===== config.mk =====
export PLATFORM = sky130hd
export DESIGN_NAME = cache_control_nway_flat
export DESIGN_NICKNAME = d
export VERILOG_FILES = /design/src/rtl/cache_control_nway_if.sv /design/src/rtl/cache_control_nway.sv /design/src/flat_wrapper.sv
export SDC_FILE = /design/constraint.sdc
export NUM_CORES = 1
export LEC_CHECK = 0
export ABC_AREA = 0
export CAP_MARGIN = 20
export CORE_ASPECT_RATIO = 0.6
export CORE_UTILIZATION = 48
export CTS_BUF_LIST = sky130_fd_sc_hd__clkbuf_2 sky130_fd_sc_hd__clkbuf_4 sky130_fd_sc_hd__clkbuf_8
export CTS_CLUSTER_DIAMETER = 80
export DETAILED_ROUTE_END_ITERATION = 12
export PLACE_DENSITY_LB_ADDON = 0.05
export SLEW_MARGIN = 20
export SYNTH_ARGS = -nofsm -noshare
export SYNTH_HDL_FRONTEND = slang
export SYNTH_SLANG_ARGS = --single-unit

===== constraint.sdc =====
create_clock -name clk -period 2.8 [get_ports clk]
set_input_delay 0.28 -clock clk [delete_from_list [all_inputs] [get_ports clk]]
set_output_delay 0.28 -clock clk [all_outputs]
set_load 0.005 [all_outputs]

===== src/rtl/cache_control_nway_if.sv =====
// CPU/datapath-facing bundle for the N-way cache controller.
// The controller attaches through the slave modport; the driving side uses master.
interface cache_control_nway_if #(
   parameter int unsigned WAYS  = 4,
   parameter int unsigned CNT_W = 16,
   parameter int unsigned WAY_W = $clog2(WAYS)
);
   logic             mem_read;
   logic             mem_write;
   logic             pmem_resp;
   logic [WAYS-1:0]  hit_way;
   logic [WAYS-1:0]  valid_way;
   logic [WAYS-1:0]  dirty_way;
   logic [WAY_W-1:0] lru_way;

   logic             mem_resp;
   logic             pmem_read;
   logic             pmem_write;
   logic             pmem_addr_sel;
   logic             data_in_sel;
   logic             dirty_in;
   logic [WAY_W-1:0] way_sel;
   logic [1:0]       data_we_sel;
   logic [WAYS-1:0]  load_valid;
   logic [WAYS-1:0]  load_tag;
   logic [WAYS-1:0]  load_dirty;
   logic             lru_update;
   logic [WAY_W-1:0] lru_way_used;
   logic [CNT_W-1:0] hit_count;
   logic [CNT_W-1:0] miss_count;
   logic [CNT_W-1:0] wb_count;

   modport master (
      output mem_read, mem_write, pmem_resp, hit_way, valid_way, dirty_way, lru_way,
      input  mem_resp, pmem_read, pmem_write, pmem_addr_sel, data_in_sel, dirty_in,
             way_sel, data_we_sel, load_valid, load_tag, load_dirty, lru_update,
             lru_way_used, hit_count, miss_count, wb_count
   );

   modport slave (
      input  mem_read, mem_write, pmem_resp, hit_way, valid_way, dirty_way, lru_way,
      output mem_resp, pmem_read, pmem_write, pmem_addr_sel, data_in_sel, dirty_in,
             way_sel, data_we_sel, load_valid, load_tag, load_dirty, lru_update,
             lru_way_used, hit_count, miss_count, wb_count
   );
endinterface


===== src/rtl/cache_control_nway.sv =====
// N-way set-associative write-back cache controller: hit/miss FSM, victim
// selection (invalid first, then PLRU), and saturating performance counters.
module cache_control_nway #(
   parameter int unsigned WAYS  = 4,
   parameter int unsigned CNT_W = 16
) (
   input logic                 clk,
   input logic                 rst,
   cache_control_nway_if.slave bus
);
   localparam int unsigned WAY_W = $clog2(WAYS);

   typedef enum logic [1:0] {
      ACCESS,
      WRITE_BACK,
      ALLOCATE
   } state_t;

   state_t           state_q, state_d;
   logic [WAY_W-1:0] victim_q, victim_d;
   logic             miss_pending_q, miss_pending_d;
   logic [CNT_W-1:0] hit_cnt_q, hit_cnt_d;
   logic [CNT_W-1:0] miss_cnt_q, miss_cnt_d;
   logic [CNT_W-1:0] wb_cnt_q, wb_cnt_d;

   logic             req, is_write, hit;
   logic [WAY_W-1:0] hit_idx, inv_idx, victim_sel;
   logic             hit_found, inv_found, victim_dirty;
   logic             hit_inc, miss_inc, wb_inc;
   logic [WAYS-1:0]  ld_valid, ld_tag, ld_dirty;
   logic [1:0]       we_sel;

   assign req      = bus.mem_read | bus.mem_write;
   assign is_write = bus.mem_write & ~bus.mem_read;
   assign hit      = |bus.hit_way;

   always_comb begin
      hit_idx   = '0;
      hit_found = 1'b0;
      inv_idx   = '0;
      inv_found = 1'b0;
      for (int unsigned i = 0; i < WAYS; i++) begin
         if (bus.hit_way[i] && !hit_found) begin
            hit_idx   = WAY_W'(i);
            hit_found = 1'b1;
         end
         if (!bus.valid_way[i] && !inv_found) begin
            inv_idx   = WAY_W'(i);
            inv_found = 1'b1;
         end
      end
   end

   assign victim_sel   = inv_found ? inv_idx : bus.lru_way;
   assign victim_dirty = bus.valid_way[victim_sel] & bus.dirty_way[victim_sel];

   always_comb begin
      state_d            = state_q;
      victim_d           = victim_q;
      miss_pending_d     = miss_pending_q;
      hit_inc            = 1'b0;
      miss_inc           = 1'b0;
      wb_inc             = 1'b0;
      bus.mem_resp       = 1'b0;
      bus.pmem_read      = 1'b0;
      bus.pmem_write     = 1'b0;
      bus.pmem_addr_sel  = 1'b0;
      bus.data_in_sel    = 1'b0;
      bus.dirty_in       = 1'b0;
      bus.way_sel        = '0;
      bus.lru_update     = 1'b0;
      bus.lru_way_used   = '0;
      we_sel             = 2'b00;
      ld_valid           = '0;
      ld_tag             = '0;
      ld_dirty           = '0;

      case (state_q)
         ACCESS: begin
            if (req && hit) begin
               bus.mem_resp     = 1'b1;
               bus.way_sel      = hit_idx;
               bus.lru_update   = 1'b1;
               bus.lru_way_used = hit_idx;
               hit_inc          = ~miss_pending_q;
               miss_pending_d   = 1'b0;
               if (is_write) begin
                  we_sel       = 2'b01;
                  ld_dirty     = WAYS'(1) << hit_idx;
                  bus.dirty_in = 1'b1;
               end
            end else if (req) begin
               victim_d       = victim_sel;
               state_d        = victim_dirty ? WRITE_BACK : ALLOCATE;
               miss_pending_d = 1'b1;
               miss_inc       = 1'b1;
            end
         end
         WRITE_BACK: begin
            bus.pmem_write    = 1'b1;
            bus.pmem_addr_sel = 1'b1;
            bus.way_sel       = victim_q;
            if (bus.pmem_resp) begin
               wb_inc  = 1'b1;
               state_d = ALLOCATE;
            end
         end
         ALLOCATE: begin
            bus.pmem_read   = 1'b1;
            bus.way_sel     = victim_q;
            bus.data_in_sel = 1'b1;
            if (bus.pmem_resp) begin
               we_sel   = 2'b10;
               ld_valid = WAYS'(1) << victim_q;
               ld_tag   = WAYS'(1) << victim_q;
               ld_dirty = WAYS'(1) << victim_q;
               state_d  = ACCESS;
               // Abandoned request: nothing will re-access, so drop the pending flag now.
               if (!req) miss_pending_d = 1'b0;
            end
         end
         default: state_d = ACCESS;
      endcase
   end

   // Array writes are suppressed while reset is sampled so an abandoned refill leaves no partial line.
   assign bus.load_valid  = rst ? '0 : ld_valid;
   assign bus.load_tag    = rst ? '0 : ld_tag;
   assign bus.load_dirty  = rst ? '0 : ld_dirty;
   assign bus.data_we_sel = rst ? 2'b00 : we_sel;

   assign hit_cnt_d  = (hit_inc  && hit_cnt_q  != '1) ? hit_cnt_q  + CNT_W'(1) : hit_cnt_q;
   assign miss_cnt_d = (miss_inc && miss_cnt_q != '1) ? miss_cnt_q + CNT_W'(1) : miss_cnt_q;
   assign wb_cnt_d   = (wb_inc   && wb_cnt_q   != '1) ? wb_cnt_q   + CNT_W'(1) : wb_cnt_q;

   always_ff @(posedge clk) begin
      if (rst) begin
         state_q        <= ACCESS;
         victim_q       <= '0;
         miss_pending_q <= 1'b0;
         hit_cnt_q      <= '0;
         miss_cnt_q     <= '0;
         wb_cnt_q       <= '0;
      end else begin
         state_q        <= state_d;
         victim_q       <= victim_d;
         miss_pending_q <= miss_pending_d;
         hit_cnt_q      <= hit_cnt_d;
         miss_cnt_q     <= miss_cnt_d;
         wb_cnt_q       <= wb_cnt_d;
      end
   end

   assign bus.hit_count  = hit_cnt_q;
   assign bus.miss_count = miss_cnt_q;
   assign bus.wb_count   = wb_cnt_q;

   a_no_dual_req: assert property (@(posedge clk) disable iff (rst)
      !(bus.mem_read && bus.mem_write));
   a_hit_onehot: assert property (@(posedge clk) disable iff (rst)
      (state_q == ACCESS && req) |-> $onehot0(bus.hit_way));
endmodule


===== src/flat_wrapper.sv =====
// flat-port wrapper written by rule: the top's interface ports become plain ports
module cache_control_nway_flat 
#(
   parameter int unsigned WAYS  = 4,
   parameter int unsigned CNT_W = 16
)
  (clk, rst, bus_mem_read, bus_mem_write, bus_pmem_resp, bus_hit_way, bus_valid_way, bus_dirty_way, bus_lru_way, bus_mem_resp, bus_pmem_read, bus_pmem_write, bus_pmem_addr_sel, bus_data_in_sel, bus_dirty_in, bus_way_sel, bus_data_we_sel, bus_load_valid, bus_load_tag, bus_load_dirty, bus_lru_update, bus_lru_way_used, bus_hit_count, bus_miss_count, bus_wb_count);
  cache_control_nway_if #(.WAYS(WAYS), .CNT_W(CNT_W)) bus_i ();
  input logic clk;
  input logic rst;
  input wire logic [$bits(bus_i.mem_read)-1:0] bus_mem_read;
  input wire logic [$bits(bus_i.mem_write)-1:0] bus_mem_write;
  input wire logic [$bits(bus_i.pmem_resp)-1:0] bus_pmem_resp;
  input wire logic [$bits(bus_i.hit_way)-1:0] bus_hit_way;
  input wire logic [$bits(bus_i.valid_way)-1:0] bus_valid_way;
  input wire logic [$bits(bus_i.dirty_way)-1:0] bus_dirty_way;
  input wire logic [$bits(bus_i.lru_way)-1:0] bus_lru_way;
  output wire logic [$bits(bus_i.mem_resp)-1:0] bus_mem_resp;
  output wire logic [$bits(bus_i.pmem_read)-1:0] bus_pmem_read;
  output wire logic [$bits(bus_i.pmem_write)-1:0] bus_pmem_write;
  output wire logic [$bits(bus_i.pmem_addr_sel)-1:0] bus_pmem_addr_sel;
  output wire logic [$bits(bus_i.data_in_sel)-1:0] bus_data_in_sel;
  output wire logic [$bits(bus_i.dirty_in)-1:0] bus_dirty_in;
  output wire logic [$bits(bus_i.way_sel)-1:0] bus_way_sel;
  output wire logic [$bits(bus_i.data_we_sel)-1:0] bus_data_we_sel;
  output wire logic [$bits(bus_i.load_valid)-1:0] bus_load_valid;
  output wire logic [$bits(bus_i.load_tag)-1:0] bus_load_tag;
  output wire logic [$bits(bus_i.load_dirty)-1:0] bus_load_dirty;
  output wire logic [$bits(bus_i.lru_update)-1:0] bus_lru_update;
  output wire logic [$bits(bus_i.lru_way_used)-1:0] bus_lru_way_used;
  output wire logic [$bits(bus_i.hit_count)-1:0] bus_hit_count;
  output wire logic [$bits(bus_i.miss_count)-1:0] bus_miss_count;
  output wire logic [$bits(bus_i.wb_count)-1:0] bus_wb_count;
  assign bus_i.mem_read = bus_mem_read;
  assign bus_i.mem_write = bus_mem_write;
  assign bus_i.pmem_resp = bus_pmem_resp;
  assign bus_i.hit_way = bus_hit_way;
  assign bus_i.valid_way = bus_valid_way;
  assign bus_i.dirty_way = bus_dirty_way;
  assign bus_i.lru_way = bus_lru_way;
  assign bus_mem_resp = bus_i.mem_resp;
  assign bus_pmem_read = bus_i.pmem_read;
  assign bus_pmem_write = bus_i.pmem_write;
  assign bus_pmem_addr_sel = bus_i.pmem_addr_sel;
  assign bus_data_in_sel = bus_i.data_in_sel;
  assign bus_dirty_in = bus_i.dirty_in;
  assign bus_way_sel = bus_i.way_sel;
  assign bus_data_we_sel = bus_i.data_we_sel;
  assign bus_load_valid = bus_i.load_valid;
  assign bus_load_tag = bus_i.load_tag;
  assign bus_load_dirty = bus_i.load_dirty;
  assign bus_lru_update = bus_i.lru_update;
  assign bus_lru_way_used = bus_i.lru_way_used;
  assign bus_hit_count = bus_i.hit_count;
  assign bus_miss_count = bus_i.miss_count;
  assign bus_wb_count = bus_i.wb_count;
  cache_control_nway #(.WAYS(WAYS), .CNT_W(CNT_W)) u_core (.clk(clk), .rst(rst), .bus(bus_i));
endmodule

* Yosys cells after proc, flatten, opt, wreduce, memory -nomap -nowiden
Index checks and enable logic that the tools add are counted.
** Storage, ports and cells
- Bits in registers :: 53
- Input bits :: 19
** Cells by class
- Shifts and indexed selects :: 2
- Equality and inequality tests :: 11
- Reductions and logical operators :: 25
- Bitwise gates (word level) :: 6
- $lt $le $gt $ge :: 1
- Add/sub/neg operators :: 3
- Multiplexer cells :: 58
** Operators with widths (count)
- adder 16 x 1 -> 16 bit, second input constant :: 3
- != test 16 bit, second input constant :: 3
- 2-to-1 mux 1 bit :: 30
- 2-to-1 mux 2 bit :: 15
- 2-to-1 mux 4 bit :: 6
- logical AND 1 bit :: 10
- logical NOT 1 bit :: 8
- != test 2 bit, second input constant :: 4
- one-hot mux 2 bit (2 select lines) :: 2
- one-hot mux 4 bit (2 select lines) :: 1
- AND reduction 4 bit :: 2
- << shifter 1 x 2 -> 4 bit, first input constant :: 2
- one-hot mux 2 bit (3 select lines) :: 1
- binary-select mux 1 bit (select 2 bit) :: 2
- OR reduction 4 bit :: 1
- < comparator 2 x 3 -> 1 bit, second input constant :: 1
- != test 3 x 1 -> 1 bit, second input constant :: 1
- NOT 1 bit :: 3
- AND reduction 3 bit :: 1
- bitwise AND 1 bit :: 2
- equality test 2 x 1 -> 1 bit, second input constant :: 1
- equality test 2 bit, second input constant :: 1
- logical NOT 2 bit :: 1
- != test 2 x 1 -> 1 bit, second input constant :: 1
- other kinds (4) :: 4

* Depth between registers and ports, before layout
- Depth in word-level cells :: 17
- Depth in mapped cells :: 8
- Mapped depth without buffers :: 7

* Worst setup path before layout
No wires, ideal clock.
- Kind :: reg-to-reg
- Start point :: register u_core.miss_cnt_q[7] (netlist: u_core.bus.miss_count[7])
- End point :: register u_core.miss_cnt_q[4] (netlist: u_core.bus.miss_count[4])
- Library setup time :: 0.121 ns
- Path slack :: 0.768 ns
- Cell stages (with the launch flop) :: 6
- Required time :: 2.679 ns
- Arrival :: 1.912 ns
- Path through :: dfxtp_1 nand4_1 nor4_1 a21oi_1 nand4_1 mux2_2
** On the way
- Cells in the longest elaborated chain, start to end :: 2
** Ends and longest elaborated chain
- start: declaration :: line cache_control_nway.sv:23 : logic [CNT_W-1:0] miss_cnt_q, miss_cnt_d;
- start signal: assignment :: line cache_control_nway.sv:149 : miss_cnt_q <= miss_cnt_d;
- != test 16 bit :: line cache_control_nway.sv:133 : assign miss_cnt_d = (miss_inc && miss_cnt_q != '1) ? miss_cnt_q + CNT_W'(1) : miss_cnt_q;
- logical AND 1 bit :: line cache_control_nway.sv:133
No other way between the ends.
A chain may end at the register's enable or synchronous reset.

* Worst setup path in the final report
- Start point :: register u_core.state_q[1]
- End point :: output port bus_load_dirty[3]
** On the way
- Cells in the longest elaborated chain, start to end :: 3
** Ends and longest elaborated chain
- start: declaration :: line cache_control_nway.sv:19 : state_t state_q, state_d;
- start signal: assignment :: line cache_control_nway.sv:145 : state_q <= state_d;
- equality test 2 bit / logical NOT 2 bit (equally long branches) :: line cache_control_nway.sv:78 : case (state_q)
- one-hot mux 4 bit (2 select lines) (*) :: line cache_control_nway.sv:78
- 2-to-1 mux 4 bit (*) :: line cache_control_nway.sv:129 : assign bus.load_dirty = rst ? '0 : ld_dirty;
- end: declaration :: line flat_wrapper.sv:28 : output wire logic [$bits(bus_i.load_dirty)-1:0] bus_load_dirty;
Mark *: on every way between the ends. The rest lies on a longest branch, timed or not.

==> results.md <==
* All-layer global routing usage at 0.251
* Synthesized cell area at a little under 3000 sq um
* Crit start category: flip-flop
* Critical setup path kind: flip-flop to output port
* Setup slack after layout at around 160 ps
* Clock Skews at about 8 ps
* Maximum clock insertion buffer count at 2
* Vias/cell at between 5 and 6
* Port Buffers at about 90
* Post-DP HPWL at 5920 um
* TNS Setup at 0 ps
* Setup Slack @ Placement at 239 ps
* Register bit count reported by yosys at 53
* Nets@finish at ~490
* Worst Setup End Kind: output port
* TritonRoute pass-1 iters at 5
* CP max FO at 6
* Final setup violation count at 0
* Die Span Y at between 60 and 70 um
* First-pass GRT wire length at around 13000 um
* Core area at approximately 5800 sq um
* Slew HR at 0.431
* Pwr dens at 344 nW/um^2
* Post-CTS setup buffer count at 0
* Status: complete, no violations
* Clock slew at reported path FFs at 90 ps
* LEAKAGE at approximately 1.4 nW
* EDFF count, synth at 0
* Clk_lat worst skew at 300 ps
* Least-Margin Pin Slew at roughly 850 ps
* Crit path required time at 2520 ps
* Post-route minimum period at around 2600 ps
* Vias in the first global route at around 2800
* Largest net degree at the start of global routing at 57
* Filler cells at about 470
* Asr flop ratio synth at 0
* Final Routed Wirelength at 7910 um
* Synth Instances at roughly 370
* Layout cells sized above 1 at 0.0543
* # DRC at 0
* Synth warn at 0
* Peak supply drop at between 0.15 and 0.2 mV
* # resized after CTS at 0
* CTS tree: yes
* Final Cycle Share at 0.944
* Via count at a little over 3000
* Register area share after synthesis at 0.359
* ANT nets after route at 0
* Syn Area/Cell at between 7 and 8 sq um
* Grt total ovfl at 0
* WL/cell at 14.7 um
* Yosys cell types at 47
* Max Cap Violations at 0
* FP Rows at 21
* Placer Congestion at 0.849
* RSZ-0062 raised after global routing: false
* Antenna cell count at 0
* Area growth syn-to-layout at 35.3%
* F_max at around 380 MHz
* Critical path arrival at 2360 ps
* # H-tree levels at 2
* Ys flop type: dfxtp_1
* Hold buffers post-CTS at 0
* Initial DRC Count at between 150 and 200
* DIE WIDTH at between 100 and 150 um
* Max Slew Vio Count at 0
* IO Pins at 92
* Min-Delay Path Class: input pin to flip-flop
* Net Count, Synth at around 400
* Number of buffers created by CTS at 5
* Clock root cell: clkbuf_8
* Clock sinks at 53
* Die area at roughly 6500 sq um
* Final count of hold timing violations at 0
* Antenna violations before repair at 0
* Starting density of the core at 0.514
==> sequential cells by signal (all words and copies together), names as in the netlist <==
register,cells
u_core.bus.hit_count,16
u_core.bus.miss_count,16
u_core.bus.wb_count,16
u_core.miss_pending_q,1
u_core.state_q,2
u_core.victim_q,2
==> power by group <==
part           internal (mW)  switching, mW  total, mW
sequential             0.761         0.0105      0.772
combinational         0.0767         0.0756      0.152
clock                  0.201          0.251      0.452
total                   1.04          0.337       1.38
==> routing by layer <==
| metal | routed length (um) | global-route usage | part of all wire |
|---|---|---|---|
| met3 | 593 | 0.0492 | 0.075 |
| met4 | 42 | 0.0440 | 0.0053 |
| met1 | 4060 | 0.393 | 0.51 |
| met5 | 0 | 0 | 0 |
| met2 | 3210 | 0.349 | 0.41 |
==> stage by stage <==
| step | power [mW] | area [sq um] | hold WS, ps | instances | util |
|---|---|---|---|---|---|
| finish | 1.38 | 4000 | 489 | 540 | 0.696 |
| global route | 1.44 | 4000 | 515 | 540 | 0.696 |
| CTS | 1.39 | 4000 | 483 | 540 | 0.696 |
| detailed placement | 0.940 | 3910 | 498 | 532 | 0.679 |
| global placement | 0.937 | 3910 | 477 | 532 | 0.679 |
| floorplan | 0.859 | 2960 | 443 | 372 | - |
==> path summary, 6_finish.rpt <==
check                                         startpoint                       end  slack [ps]  depth (start not counted)
worst max-delay path                   u_core.state_q[1]         bus_load_dirty[3]         160                          8
worst min-delay path                                 rst     u_core.miss_pending_q         490                          4
worst max register to register         u_core.state_q[1]  u_core.bus.hit_count[14]         420                          8
worst min register to register  u_core.bus.hit_count[14]  u_core.bus.hit_count[14]         510                          2
==> cell families (layout without fill, tap and decap cells) <==
family                   Yosys count  after routing  synth area share
adder cells (fa/ha/maj)            7              7            0.0296
AND/OR/NAND/NOR                  194            194             0.340
AO/OA/AOI/OAI                     51             51             0.108
flip-flops                        53             53             0.359
XOR/XNOR                          29             29            0.0858
buffers and inverters             32            120            0.0562
multiplexers                       6              6            0.0211
==> final cells by class <==
cell class,count,area [sq um],share of cell area
Tap cell,80,100,0.0250
Inverter,13,48.8,0.0122
Multi-Input combinational cell,287,1730,0.432
Timing Repair Buffer,99,966,0.241
Clock inverter,2,13.8,0.00344
Clock buffer,6,82.6,0.0206
Sequential cell,53,1060,0.265
==> Yosys cell counts, types with 2 or more instances <==
cell type	number	area, sq um
nand2_1	24	90.1
nand3_1	22	110
nand4_1	18	113
o21ai_0	13	65.1
or4_4	2	22.5
nor2_1	61	229
mux2i_1	4	40.0
and4_1	3	26.3
o211ai_1	3	22.5
a21oi_1	17	85.1
nor3_1	18	90.1
clkbuf_8	2	27.5
xor2_1	11	96.3
nor4_1	9	56.3
o21a_1	3	22.5
o31ai_1	2	15.0
buf_4	7	52.6
xnor2_1	18	158
dfxtp_1	53	1060
nand2b_1	2	12.5
or3_1	8	50.1
mux2_2	2	22.5
inv_1	13	48.8
nor3b_1	2	15.0
or4_1	7	52.6
nor2b_1	3	18.8
and3_1	9	56.3
ha_1	7	87.6
and2_1	2	12.5
clkbuf_1	10	37.5
==> cell usage in the layout (no fill, tap or decap), types with 4 or more instances in the layout <==
| cell | n |
|---|---|
| a21oi_1 | 17 |
| and3_1 | 9 |
| buf_4 | 8 |
| clkbuf_8 | 6 |
| clkdlybuf4s50_1 | 90 |
| dfxtp_1 | 53 |
| ha_1 | 7 |
| inv_1 | 13 |
| mux2i_1 | 4 |
| nand2_1 | 24 |
| nand3_1 | 22 |
| nand4_1 | 18 |
| nor2_1 | 61 |
| nor3_1 | 18 |
| nor4_1 | 9 |
| o21ai_0 | 13 |
| or3_1 | 8 |
| or4_1 | 7 |
| xnor2_1 | 18 |
| xor2_1 | 11 |
==> critical path, stage by stage (launching register included) <==
cell	delay, ps
dfxtp_1	360
inv_1	90
ha_1	280
o21ai_0	160
nor2_1	150
and3_1	270
nand3_1	110
a21oi_1	140
clkdlybuf4s50_1	520
Note: power is estimated with default switching activity, not from simulation.
